--- src/rtl/key_input_scheduler.sv ---
// Debounces the four Tetris buttons, adds delayed auto-repeat, and hands single
// actions to the game FSM one at a time over a valid/ready handshake.
module key_input_scheduler #(
    parameter int unsigned     NKEYS           = 4,
    parameter int unsigned     DEBOUNCE_CYCLES = 500000,
    parameter int unsigned     DAS_DELAY       = 8000000,
    parameter int unsigned     DAS_RATE        = 2500000,
    parameter logic [NKEYS-1:0] REPEAT_MASK    = 4'b1110
) (
    input  logic             clock,
    input  logic             reset,
    input  logic [NKEYS-1:0] key_sync,
    input  logic             action_ready,
    output logic             action_valid,
    output logic [1:0]       action_code,
    output logic [NKEYS-1:0] key_level
);

    localparam int unsigned DW     = $clog2(DEBOUNCE_CYCLES) + 1;
    localparam int unsigned RW_DLY = $clog2(DAS_DELAY) + 1;
    localparam int unsigned RW_RPT = $clog2(DAS_RATE) + 1;
    localparam int unsigned RW     = (RW_DLY > RW_RPT) ? RW_DLY : RW_RPT;

    typedef enum logic [1:0] {
        IDLE   = 2'd0,
        DELAY  = 2'd1,
        REPEAT = 2'd2
    } key_state_t;

    logic [NKEYS-1:0] pend;
    logic [NKEYS-1:0] pend_set_c;
    logic [1:0]       winner_c;
    logic [NKEYS-1:0] winner_mask_c;

    for (genvar k = 0; k < NKEYS; k++) begin : g_key
        localparam bit REP = REPEAT_MASK[k];

        logic          lvl;
        logic [DW-1:0] cnt_d;
        logic [RW-1:0] cnt_r;
        key_state_t    state;

        // Level only flips after DEBOUNCE_CYCLES consecutive disagreeing samples
        always_ff @(posedge clock) begin
            if (reset) begin
                lvl   <= 1'b0;
                cnt_d <= '0;
            end else if (key_sync[k] != lvl) begin
                if (cnt_d == DW'(DEBOUNCE_CYCLES - 1)) begin
                    lvl   <= ~lvl;
                    cnt_d <= '0;
                end else begin
                    cnt_d <= cnt_d + DW'(1);
                end
            end else begin
                cnt_d <= '0;
            end
        end

        always_ff @(posedge clock) begin
            if (reset) begin
                state <= IDLE;
                cnt_r <= '0;
            end else begin
                case (state)
                    IDLE: begin
                        if (lvl) begin
                            cnt_r <= '0;
                            state <= DELAY;
                        end
                    end
                    DELAY: begin
                        if (!lvl) begin
                            state <= IDLE;
                        end else if (REP) begin
                            if (cnt_r == RW'(DAS_DELAY - 1)) begin
                                cnt_r <= '0;
                                state <= REPEAT;
                            end else begin
                                cnt_r <= cnt_r + RW'(1);
                            end
                        end
                    end
                    REPEAT: begin
                        if (!lvl) begin
                            state <= IDLE;
                        end else if (cnt_r == RW'(DAS_RATE - 1)) begin
                            cnt_r <= '0;
                        end else begin
                            cnt_r <= cnt_r + RW'(1);
                        end
                    end
                    default: state <= IDLE;
                endcase
            end
        end

        // Action events: the press itself, the first repeat, and each later repeat
        assign pend_set_c[k] = lvl && (
                                   (state == IDLE) ||
                                   (state == DELAY && REP && cnt_r == RW'(DAS_DELAY - 1)) ||
                                   (state == REPEAT && cnt_r == RW'(DAS_RATE - 1)));
        assign key_level[k] = lvl;
    end

    // Lowest pending index wins
    always_comb begin
        winner_c      = '0;
        winner_mask_c = '0;
        for (int i = NKEYS - 1; i >= 0; i--) begin
            if (pend[i]) begin
                winner_c      = 2'(i);
                winner_mask_c = NKEYS'(1) << i;
            end
        end
    end

    // New events are OR-ed in after the load clear so a same-edge set survives
    always_ff @(posedge clock) begin
        if (reset) begin
            pend         <= '0;
            action_valid <= 1'b0;
            action_code  <= '0;
        end else if ((!action_valid || action_ready) && (|pend)) begin
            action_valid <= 1'b1;
            action_code  <= winner_c;
            pend         <= (pend & ~winner_mask_c) | pend_set_c;
        end else begin
            if (action_ready) begin
                action_valid <= 1'b0;
            end
            pend <= pend | pend_set_c;
        end
    end

endmodule

--- config.mk ---
export PLATFORM = sky130hd
export DESIGN_NAME = key_input_scheduler
export DESIGN_NICKNAME = d
export VERILOG_FILES = /design/src/rtl/key_input_scheduler.sv
export SDC_FILE = /design/constraint.sdc
export NUM_CORES = 1
export LEC_CHECK = 0
export ABC_AREA = 1
export CAP_MARGIN = 10
export CORE_ASPECT_RATIO = 1.5
export CORE_MARGIN = 4
export CORE_UTILIZATION = 35
export CTS_CLUSTER_SIZE = 24
export DETAILED_ROUTE_END_ITERATION = 6
export PLACE_DENSITY = 0.54
export SKIP_CTS_REPAIR_TIMING = 1
export SYNTH_ARGS = -nofsm -noshare
export SYNTH_HDL_FRONTEND = slang
export SYNTH_SLANG_ARGS = --single-unit
--- constraint.sdc ---
create_clock -name clock -period 2.56 [get_ports clock]
set_clock_uncertainty 0.2 [all_clocks]
set_input_delay 0.384 -clock clock [delete_from_list [all_inputs] [get_ports clock]]
set_output_delay 0.384 -clock clock [all_outputs]
set_load 0.03 [all_outputs]
==> results by group <==
Die
  • Die height: between 200 and 250 µm
  • # rows: 72
  • Core ar.: 25900 µm²
  • Ports: 14
  • Initial Utilization: 0.357
  • Die area: between 20000 and 30000 µm²
  • DIE WIDTH: roughly 140 µm

Worst setup path
  • CP Launch Type: flop
  • RR Endpoint: g_key[1].cnt_d[16]$_SDFF_PP0_
  • CP endpoint kind: output port
  • Worst EP arrival: approximately 1.8 ns
  • Setup CP Type: flop to output port
  • CP delay by family, top: buffers and inverters
  • Crit path max-delay cell type: clkdlybuf4s50_1
  • WP buf/inv: 1
  • Crit path cell chain: clkdlybuf4s50_1
  • R2R Setup Slk: 0.47 ns
  • WP data required: around 2 ns
  • Reg-to-Reg Start: g_key[1].cnt_d[0]$_SDFF_PP0_
  • CP peak stage delay: around 0.83 ns
  • Crit Path Max Fanout: 8
  • Worst reg2reg path depth: 6

Pwr
  • Total Power: between 0.005 and 0.006 W
  • Switch share: 0.229
  • Max VDD drop: 0.000511 V
  • Switch Pwr: between 0.001 and 0.0015 W
  • Clock share of power: 0.472
  • P_int: 0.00407 W
  • LEAKAGE: approximately 3.8 nW
  • Comb pwr share: 0.023
  • Seq pwr share: 0.505
  • Pwr per Cell Area: slightly above 500 nW/µm²

Global route
  • Initial antenna violation count: 0
  • Global-route wire length before repair: around 35000 µm
  • Vias in the first global route: 7852
  • All-Layer GR Usage: 0.144
  • Total grt overflow: 0
  • Largest net degree at the start of global routing: 24

Final layout
  • Fillers: between 2000 and 3000
  • Share of post-route cells with drive strength above 1: 0.0768
  • Area of the multi-input gates: 4990 µm²
  • Nets: 1405
  • Commonest non-fill, non-tap cell in the layout: nand2_1
  • N_diodes: 0
  • P&R area growth vs syn: 10.6%
  • Layout Cells excl Fill: ~1700
  • Most frequent cells in the layout: nand2_1 (284), nor2_1 (258), inv_1 (180), dfxtp_1 (170), nand3_1 (103)
  • Post-route cell area: approximately 10000 µm²
  • Seq. cell area: about 3400 µm²

STA
  • Max Fclk: approximately 430 MHz
  • Final hold vios: 0
  • Fin crit period: 2.33 ns
  • Final number of setup-violating endpoints: 0
  • RSZ-0062 raised after global routing: no
  • Post-Route Setup TNS: 0 ns
  • Final period util: 0.911
  • Final Slew Violations: 0
  • Max_slew headroom: 0.604
  • Final worst setup slack: between 0.2 and 0.25 ns
  • Slew @ Worst Pin: slightly below 0.6 ns

Clocking
  • Clk pin slew, worst setup/hold paths: 0.06 ns
  • H-tree Lvls: 4
  • CTS max path bufs: 2
  • Root Buffer: clkbuf_16
  • TritonCTS buffer count: 17
  • # clock sinks: 170
  • CTS tree: built
  • Clk_lat worst skew: 0.45 ns

Run
  • MaxCap Viol Count: 0

Routing
  • Via/cell ratio: roughly 4.7
  • Final wirelength: around 20000 µm
  • DR iter-0 viols: roughly 350
  • DRC Markers: 0
  • Vias post-DR: about 8000
  • Number of iterations in the first detailed-routing pass: 5
  • DRT antenna net count: 0
  • WL/cell: ~12 µm

Synth
  • Synth Area per Inst: about 6.8 µm²
  • Mapped cell area: a little over 9000 µm²
  • Mapped Nets: 1389
  • Main synth FF type: dfxtp_1
  • Post-synth ARST share: 0
  • Post-synth EDFFs: 0
  • Post-Synthesis Cells: 1365
  • Register bit total from synthesis: between 150 and 200
  • Yosys Warn Count: 0
  • Register area share after synthesis: 0.367
  • Library cells used by synthesis: 48

Placed design
  • Placer Congestion: ~0.86
  • Dpl cell area: between 9000 and 10000 µm²
  • HPWL Detailed: 15200 µm
  • Placed cells: between 1500 and 2000
  • Place WS: around 0.29 ns
  • I/O Buffers: 13

Hold path
  • Hold depth: 1
  • Hold path startpoint: g_key[2].cnt_d[0]$_SDFF_PP0_
  • Min-delay worst type: flop to flop
  • Worst Hold Path EP: g_key[2].cnt_d[0]$_SDFF_PP0_

Status
  • Status: finished, final reports clean
-- area by class of cell --
type | count | area share
Clock buffer | 19 | 0.0432
Clock inverter | 13 | 0.0116
Inverter | 189 | 0.0698
Multi-Input combinational cell | 987 | 0.488
Sequential cell | 170 | 0.332
Tap cell | 333 | 0.0407
Timing Repair Buffer | 16 | 0.0149
-- through the flow --
stage                     utilization  hold slack (ns)
after floorplan                     -            0.217
after global placement          0.373            0.231
after detailed placement        0.373            0.242
after CTS                       0.395            0.253
after global routing            0.395            0.269
final                           0.395            0.249
-- sequential cells by signal, indices dropped and copies added, names as in the netlist --
signal / count
action_code: 2
action_valid: 1
g_key.cnt_d: 80
g_key.cnt_r: 72
g_key.lvl: 4
g_key.state: 7
pend: 4
-- Yosys cell counts (4+ instances only) --
library cell  number  area, µm²
inv_2              5       18.8
xor2_1            49        429
buf_6              7       78.8
nand2_1          284       1070
and3_1             4       25.0
ha_1              17        213
a21oi_1           41        205
nor2_4            10        113
o22ai_1            5       31.3
xnor2_1           17        149
inv_1            180        676
nor3_1            38        190
nand4_1           39        244
nand3b_1           7       52.6
nand2_4            5       56.3
dfxtp_1          170       3400
a31oi_1            5       31.3
nor4_1             6       37.5
o21ai_0           33        165
nor2_1           258        968
or2_2              9       56.3
nand3_2            4       40.0
nand2_2           16        100
nor3_2             7       70.1
nand3_1          103        515
buf_4              6       45.0
nor2_2            10       62.6
-- layer usage --
layer	vias up	GRT usage	part of all wire
li1	4362	-	-
met1	3649	0.161	0.43
met2	96	0.255	0.51
met3	47	0.0316	0.028
met4	0	0.0719	0.035
met5	-	0	0
-- power by group through the flow --
stage	registers (W)	clock network [W]	logic, W
final	0.00267	0.00249	0.000120
after floorplan	0.00273	0	0.0000963
after global placement	0.00273	0	0.000122
after global routing	0.00267	0.00270	0.000141
after detailed placement	0.00273	0	0.000124
after CTS	0.00267	0.00259	0.000125
-- kinds of logic (layout without fill, tap and decap cells) --
family / Yosys count / after routing / synth area share
compound gates: 95 / 95 / 0.0557
buf+inv: 208 / 237 / 0.0935
flops: 170 / 170 / 0.367
mux: 2 / 2 / 0.00216
xor+xnor: 66 / 66 / 0.0624
fa+ha+maj: 17 / 17 / 0.0230
simple gates: 807 / 807 / 0.396
-- worst max-delay path by stage --
stage	to	startpoint	depth (start not counted)	slack [ns]
6_report	key_level[1]	g_key[1].lvl$_SDFFE_PP0P_	1	0.23
5_1_grt	g_key[1].cnt_d[16]$_SDFF_PP0_	g_key[1].cnt_d[0]$_SDFF_PP0_	6	0.12
4_1_cts	key_level[3]	g_key[3].lvl$_SDFFE_PP0P_	1	0.18
3_5_place_dp	g_key[3].cnt_d[11]$_SDFF_PP0_	key_sync[3]	7	0.29
3_3_place_gp	g_key[3].cnt_d[19]$_SDFF_PP0_	key_sync[3]	7	0.32
2_1_floorplan	g_key[3].cnt_r[18]$_SDFFE_PP0P_	g_key[3].state[0]$_SDFFE_PP0P_	11	0.78
Power figures use the tool's default switching activity.
